`config.mk`:
```
export PLATFORM = sky130hd
export DESIGN_NAME = axi_lite_mem_arbiter
export DESIGN_NICKNAME = d
export VERILOG_FILES = /design/src/rtl/axi_lite_mem_arbiter.sv
export SDC_FILE = /design/constraint.sdc
export NUM_CORES = 1
export LEC_CHECK = 0
export ABC_CLOCK_PERIOD_IN_PS = 1400
export BUFFER_PORTS_ARGS = -buffer_cell sky130_fd_sc_hd__buf_2
export CAP_MARGIN = 20
export CORE_AREA = 2 2 165 167
export DETAILED_ROUTE_END_ITERATION = 12
export DIE_AREA = 0 0 167 169
export HOLD_SLACK_MARGIN = 0.15
export SLEW_MARGIN = 20
export SYNTH_ARGS = -nofsm -noshare
export SYNTH_HDL_FRONTEND = slang
export SYNTH_SLANG_ARGS = --single-unit
```
`constraint.sdc`:
```
create_clock -name ACLK -period 1.4 [get_ports ACLK]
set_input_delay 0.28 -clock ACLK [delete_from_list [all_inputs] [get_ports ACLK]]
set_output_delay 0.28 -clock ACLK [all_outputs]
set_load 0.02 [all_outputs]
```
`src/rtl/axi_lite_mem_arbiter.sv`:
```
// Two-requester AXI4-Lite master arbiter; read and write grants are held until the response handshake.
// Build option: define ARB_FIXED_PRIO_EN for fixed priority (requester 0 wins), otherwise round-robin.
module axi_lite_mem_arbiter #(
    parameter int ADDR_W = 32,
    parameter int DATA_W = 32
) (
    input  logic              ACLK,
    input  logic              ARESETn,
    // requester 0
    input  logic              m0_ARVALID,
    input  logic [ADDR_W-1:0] m0_ARADDR,
    output logic              m0_ARREADY,
    output logic              m0_RVALID,
    output logic [DATA_W-1:0] m0_RDATA,
    output logic [1:0]        m0_RRESP,
    input  logic              m0_RREADY,
    input  logic              m0_AWVALID,
    input  logic [ADDR_W-1:0] m0_AWADDR,
    output logic              m0_AWREADY,
    input  logic              m0_WVALID,
    input  logic [DATA_W-1:0] m0_WDATA,
    output logic              m0_WREADY,
    output logic              m0_BVALID,
    output logic [1:0]        m0_BRESP,
    input  logic              m0_BREADY,
    // requester 1
    input  logic              m1_ARVALID,
    input  logic [ADDR_W-1:0] m1_ARADDR,
    output logic              m1_ARREADY,
    output logic              m1_RVALID,
    output logic [DATA_W-1:0] m1_RDATA,
    output logic [1:0]        m1_RRESP,
    input  logic              m1_RREADY,
    input  logic              m1_AWVALID,
    input  logic [ADDR_W-1:0] m1_AWADDR,
    output logic              m1_AWREADY,
    input  logic              m1_WVALID,
    input  logic [DATA_W-1:0] m1_WDATA,
    output logic              m1_WREADY,
    output logic              m1_BVALID,
    output logic [1:0]        m1_BRESP,
    input  logic              m1_BREADY,
    // shared downstream port
    output logic              s_ARVALID,
    output logic [ADDR_W-1:0] s_ARADDR,
    input  logic              s_ARREADY,
    input  logic              s_RVALID,
    input  logic [DATA_W-1:0] s_RDATA,
    input  logic [1:0]        s_RRESP,
    output logic              s_RREADY,
    output logic              s_AWVALID,
    output logic [ADDR_W-1:0] s_AWADDR,
    input  logic              s_AWREADY,
    output logic              s_WVALID,
    output logic [DATA_W-1:0] s_WDATA,
    input  logic              s_WREADY,
    input  logic              s_BVALID,
    input  logic [1:0]        s_BRESP,
    output logic              s_BREADY
);

    typedef enum logic [1:0] {RD_IDLE = 2'd0, RD_ADDR = 2'd1, RD_DATA = 2'd2} rd_state_t;
    typedef enum logic [1:0] {WR_IDLE = 2'd0, WR_XFER = 2'd1, WR_RESP = 2'd2} wr_state_t;

    localparam logic [ADDR_W-1:0] ADDR_ZERO = {ADDR_W{1'b0}};
    localparam logic [DATA_W-1:0] DATA_ZERO = {DATA_W{1'b0}};

    // Contention goes to the requester that did not finish last.
    function automatic logic arb_pick(input logic req0, input logic req1, input logic last);
        logic gnt;
        if (req0 && req1) begin
            gnt = ~last;
        end else if (req1) begin
            gnt = 1'b1;
        end else begin
            gnt = 1'b0;
        end
        return gnt;
    endfunction

    rd_state_t rd_state_r, rd_state_s;
    wr_state_t wr_state_r, wr_state_s;
    logic      rd_gnt_r, rd_gnt_s, rd_done_s, rd_last_s;
    logic      wr_gnt_r, wr_gnt_s, wr_done_s, wr_last_s;
    logic      aw_done_r, aw_done_s, w_done_r, w_done_s;
    logic      ar_valid_s, r_ready_s, aw_valid_s, w_valid_s, b_ready_s;

`ifdef ARB_FIXED_PRIO_EN
    assign rd_last_s = 1'b1;
    assign wr_last_s = 1'b1;
`else
    logic rd_last_r, wr_last_r;
    assign rd_last_s = rd_last_r;
    assign wr_last_s = wr_last_r;

    // Round-robin history: remember who completed the most recent transaction per channel.
    always_ff @(posedge ACLK or negedge ARESETn) begin
        if (!ARESETn) begin
            rd_last_r <= 1'b1;
            wr_last_r <= 1'b1;
        end else begin
            if (rd_done_s) rd_last_r <= rd_gnt_r;
            if (wr_done_s) wr_last_r <= wr_gnt_r;
        end
    end
`endif

    // State, grant and sticky-flag registers.
    always_ff @(posedge ACLK or negedge ARESETn) begin
        if (!ARESETn) begin
            rd_state_r <= RD_IDLE;
            rd_gnt_r   <= 1'b0;
            wr_state_r <= WR_IDLE;
            wr_gnt_r   <= 1'b0;
            aw_done_r  <= 1'b0;
            w_done_r   <= 1'b0;
        end else begin
            rd_state_r <= rd_state_s;
            rd_gnt_r   <= rd_gnt_s;
            wr_state_r <= wr_state_s;
            wr_gnt_r   <= wr_gnt_s;
            aw_done_r  <= aw_done_s;
            w_done_r   <= w_done_s;
        end
    end

    // Read FSM next state and read-channel routing.
    always_comb begin
        rd_state_s = rd_state_r;
        rd_gnt_s   = rd_gnt_r;
        rd_done_s  = 1'b0;
        ar_valid_s = 1'b0;
        r_ready_s  = 1'b0;
        s_ARVALID  = 1'b0;
        s_ARADDR   = ADDR_ZERO;
        s_RREADY   = 1'b0;
        m0_ARREADY = 1'b0;
        m1_ARREADY = 1'b0;
        m0_RVALID  = 1'b0;
        m1_RVALID  = 1'b0;
        m0_RDATA   = DATA_ZERO;
        m1_RDATA   = DATA_ZERO;
        m0_RRESP   = 2'b00;
        m1_RRESP   = 2'b00;
        case (rd_state_r)
            RD_IDLE: begin
                if (m0_ARVALID || m1_ARVALID) begin
                    rd_gnt_s   = arb_pick(m0_ARVALID, m1_ARVALID, rd_last_s);
                    rd_state_s = RD_ADDR;
                end else begin
                    rd_state_s = RD_IDLE;
                end
            end
            RD_ADDR: begin
                if (rd_gnt_r) begin
                    ar_valid_s = m1_ARVALID;
                    s_ARADDR   = m1_ARADDR;
                    m1_ARREADY = s_ARREADY;
                end else begin
                    ar_valid_s = m0_ARVALID;
                    s_ARADDR   = m0_ARADDR;
                    m0_ARREADY = s_ARREADY;
                end
                s_ARVALID = ar_valid_s;
                if (ar_valid_s && s_ARREADY) begin
                    rd_state_s = RD_DATA;
                end else begin
                    rd_state_s = RD_ADDR;
                end
            end
            RD_DATA: begin
                if (rd_gnt_r) begin
                    m1_RVALID = s_RVALID;
                    m1_RDATA  = s_RDATA;
                    m1_RRESP  = s_RRESP;
                    r_ready_s = m1_RREADY;
                end else begin
                    m0_RVALID = s_RVALID;
                    m0_RDATA  = s_RDATA;
                    m0_RRESP  = s_RRESP;
                    r_ready_s = m0_RREADY;
                end
                s_RREADY = r_ready_s;
                if (s_RVALID && r_ready_s) begin
                    rd_done_s  = 1'b1;
                    rd_state_s = RD_IDLE;
                end else begin
                    rd_state_s = RD_DATA;
                end
            end
            default: begin
                rd_state_s = RD_IDLE;
            end
        endcase
    end

    // Write FSM next state and AW/W/B routing; AW and W complete independently.
    always_comb begin
        wr_state_s = wr_state_r;
        wr_gnt_s   = wr_gnt_r;
        wr_done_s  = 1'b0;
        aw_done_s  = aw_done_r;
        w_done_s   = w_done_r;
        aw_valid_s = 1'b0;
        w_valid_s  = 1'b0;
        b_ready_s  = 1'b0;
        s_AWVALID  = 1'b0;
        s_AWADDR   = ADDR_ZERO;
        s_WVALID   = 1'b0;
        s_WDATA    = DATA_ZERO;
        s_BREADY   = 1'b0;
        m0_AWREADY = 1'b0;
        m1_AWREADY = 1'b0;
        m0_WREADY  = 1'b0;
        m1_WREADY  = 1'b0;
        m0_BVALID  = 1'b0;
        m1_BVALID  = 1'b0;
        m0_BRESP   = 2'b00;
        m1_BRESP   = 2'b00;
        case (wr_state_r)
            WR_IDLE: begin
                if (m0_AWVALID || m0_WVALID || m1_AWVALID || m1_WVALID) begin
                    wr_gnt_s   = arb_pick(m0_AWVALID || m0_WVALID, m1_AWVALID || m1_WVALID, wr_last_s);
                    wr_state_s = WR_XFER;
                end else begin
                    wr_state_s = WR_IDLE;
                end
            end
            WR_XFER: begin
                if (wr_gnt_r) begin
                    aw_valid_s = m1_AWVALID && !aw_done_r;
                    w_valid_s  = m1_WVALID && !w_done_r;
                    s_AWADDR   = m1_AWADDR;
                    s_WDATA    = m1_WDATA;
                    m1_AWREADY = s_AWREADY && !aw_done_r;
                    m1_WREADY  = s_WREADY && !w_done_r;
                end else begin
                    aw_valid_s = m0_AWVALID && !aw_done_r;
                    w_valid_s  = m0_WVALID && !w_done_r;
                    s_AWADDR   = m0_AWADDR;
                    s_WDATA    = m0_WDATA;
                    m0_AWREADY = s_AWREADY && !aw_done_r;
                    m0_WREADY  = s_WREADY && !w_done_r;
                end
                s_AWVALID = aw_valid_s;
                s_WVALID  = w_valid_s;
                aw_done_s = aw_done_r || (aw_valid_s && s_AWREADY);
                w_done_s  = w_done_r || (w_valid_s && s_WREADY);
                if (aw_done_s && w_done_s) begin
                    wr_state_s = WR_RESP;
                end else begin
                    wr_state_s = WR_XFER;
                end
            end
            WR_RESP: begin
                if (wr_gnt_r) begin
                    m1_BVALID = s_BVALID;
                    m1_BRESP  = s_BRESP;
                    b_ready_s = m1_BREADY;
                end else begin
                    m0_BVALID = s_BVALID;
                    m0_BRESP  = s_BRESP;
                    b_ready_s = m0_BREADY;
                end
                s_BREADY = b_ready_s;
                if (s_BVALID && b_ready_s) begin
                    wr_done_s  = 1'b1;
                    aw_done_s  = 1'b0;
                    w_done_s   = 1'b0;
                    wr_state_s = WR_IDLE;
                end else begin
                    wr_state_s = WR_RESP;
                end
            end
            default: begin
                wr_state_s = WR_IDLE;
                aw_done_s  = 1'b0;
                w_done_s   = 1'b0;
            end
        endcase
    end

endmodule

```
==> reports/metrics.csv <==
metric,value,unit
dp_hpwl,15.5,mm
routedWlPerCell,17.9,um
syn_inst,380,
cts_root_buf,clkbuf_16,
vias,4926,
synth_mux_area_share,37.3,%
ys_seq_area_share,9.28,%
rr_worst_depth,6,
grt_pass1_wl,29.7,mm
setup_viol,187,
drt-initial-drc-count,118,
track_usage,13.7,%
ant_nets,0,
holdWs,0.324,ns
design.portCount,428,
critPathMaxFanout,8,
rrSetupSlack,-0.14,ns
p_sw_share,47.6,%
final_cell_mix,"buf_2, buf_6, buf_4",
synth.distinct_cells,44,
worstSetupPathType,reg2out,
synth_edf_count,0,
r2r-end,wr_state_r[1],
power,16.0,mW
p_switching,7.64,mW
layout_commonest_cell,buf_2,
fp.dieW,167,um
violations,negative setup slack,
synth-compound-area-share,5.65,%
relSlewSlack,76.1,%
layout_min_cycle_time,1.84,ns
postLayoutCellArea,0.00858,mm2
power_frac_seq,4.3,%
finalClockSkew,0.00124,ns
area_growth,215,%
yosysWarnings,0,
power_frac_clock,3.8,%
final_cells,1206,
fin_crit_sh,131,%
synth_top_family_by_area,simple AND/OR/NAND/NOR gates,
critPathCapture,s_BREADY,
grt_pass1_vias,5109,
synthArstFlopShare,100,%
finalWirelength,21.6,mm
yosys.area_share.simple,39.3,%
drive_gt1_share,85.8,%
synth.avg_cell_area,7.17,um2
cts_buffers,3,
dpl.cell_count,1161,
nets,1107,
placed_cell_area,0.00597,mm2
synth_fa_ha_area_share,0,%
slew_viol_final,0,
utilization,32.4,%
grt_overflow,0,
finalHoldViolations,0,
max_cap_violations,0,
antenna_found_initial,4,
clk_pin_slew,0.05,ns
worst_setup_path_end_kind,primary output,
cp-startpoint,wr_gnt_r,
cts.htree.levels,1,
fmax,545,MHz
gp_congestion,0.788,
setup_slack,-0.435,ns
clock_sinks,10,
io_buffers,427,
internal_power,8.41,mW
clock_latency,0.25,ns
grt_max_degree,37,
initial_utilization,10.3,%
tightest_slew,0.358,ns
dp_slack,-0.227,ns
syn-num-nets,625,
power-per-cell-area,1870,mW/mm2
drc_errors,0,
status,finished with violations,
cts_tree,done,
vdd_drop_max,1.39,mV
synth_xor_area_share,0,%
drt_pass1_iterations,4,
syn_area,0.00272,mm2
nFillCells,2665,
r2r-start,wr_gnt_r,
cts_buffer_depth,2,
row_count,60,
p_leak,4.09,nW
pwr-share-comb,91.9,%
cp.arrival,1.56,ns
rsz0062_at_grt,true,
ys.flop_type,dfrtp_1,
dieArea,0.0282,mm2
min_path_type,in2reg,
required,1.12,ns
fin_setup_tns,-65.06,ns
fp.dieH,169,um
coreArea,0.0265,mm2
synth_seq_cells,10,
vias_per_cell,4.08,
start_kind,flop,
## state kept, by name, indices dropped and copies added (netlist names)
| name | count |
|---|---|
| aw_done_r | 1 |
| rd_gnt_r | 1 |
| rd_last_r | 1 |
| rd_state_r | 2 |
| w_done_r | 1 |
| wr_gnt_r | 1 |
| wr_last_r | 1 |
| wr_state_r | 2 |
## worst min-delay path by stage
| stage | startpoint | endpoint | slack, ns | cells after the start |
|---|---|---|---|---|
| detailed placement | ARESETn | rd_state_r[1] | 0.22 | 1 |
| global placement | ARESETn | rd_state_r[1] | 0.21 | 1 |
| global route | m1_BREADY | wr_last_r | 0.34 | 3 |
| CTS | m1_BREADY | wr_last_r | 0.31 | 3 |
| finish | m1_BREADY | wr_last_r | 0.32 | 3 |
| floorplan | ARESETn | aw_done_r | -0.02 | 0 |
## cell usage after synthesis, types with 3 or more instances
| cell | n | area, um2 |
|---|---|---|
| nor2_1 | 107 | 402 |
| and3_1 | 39 | 244 |
| buf_4 | 8 | 60.1 |
| nor3_1 | 3 | 15.0 |
| buf_6 | 3 | 33.8 |
| nor2b_1 | 4 | 25.0 |
| o211ai_1 | 3 | 22.5 |
| mux2i_1 | 99 | 991 |
| clkbuf_2 | 5 | 25.0 |
| dfrtp_1 | 8 | 200 |
| nand2_1 | 8 | 30.0 |
| and2_1 | 35 | 219 |
| buf_2 | 16 | 80.1 |
| clkbuf_1 | 5 | 18.8 |
## layer usage
metal / GRT usage, % / share of wire [%]
met1: 14.9 / 36
met4: 4.39 / 2.4
met3: 2.90 / 7.3
met2: 26.3 / 54
met5: 0 / 0
## kinds of logic (layout without fill, tap and decap cells)
family,after synthesis,after routing
buffers and inverters,40,521
other,0,4
AND/OR/NAND/NOR,210,210
multiplexers,101,101
AO/OA/AOI/OAI,19,19
flip-flops,10,10
## what timing repair did
item,in CTS,in global routing
setup endpoints to repair,187,187
hold buffers,1,0
resized for setup,429,113
gates cloned,11,1
setup buffers,23,6
endpoints found under the hold margin,8,0
pin swaps,51,47
## worst max-delay path, stage by stage (launching register included)
cell     delay (ns)
dfrtp_4        0.49
buf_12         0.16
buf_12         0.14
mux2i_2        0.16
nor3_2         0.19
buf_4          0.16
## area by class of cell
type,count,area (um2),area share [%]
inverters,3,13.8,0.160
multi-input cells,330,3610,42.0
clock buffers,4,88.8,1.04
well taps,341,427,4.97
diodes,4,10.0,0.117
repair buffers,514,4170,48.6
flip-flops and latches,10,263,3.06
## power by group through the flow
| stage | clock network [mW] | registers, mW | logic [mW] |
|---|---|---|---|
| 2_1_floorplan | 0 | 0.576 | 6.12 |
| 3_3_place_gp | 0 | 0.721 | 9.26 |
| 3_5_place_dp | 0 | 0.725 | 9.35 |
| 4_1_cts | 0.638 | 0.681 | 13.9 |
| 6_report | 0.608 | 0.690 | 14.8 |
| 5_1_grt | 0.655 | 0.708 | 15.5 |
Note: power is estimated with default switching activity, not from simulation.
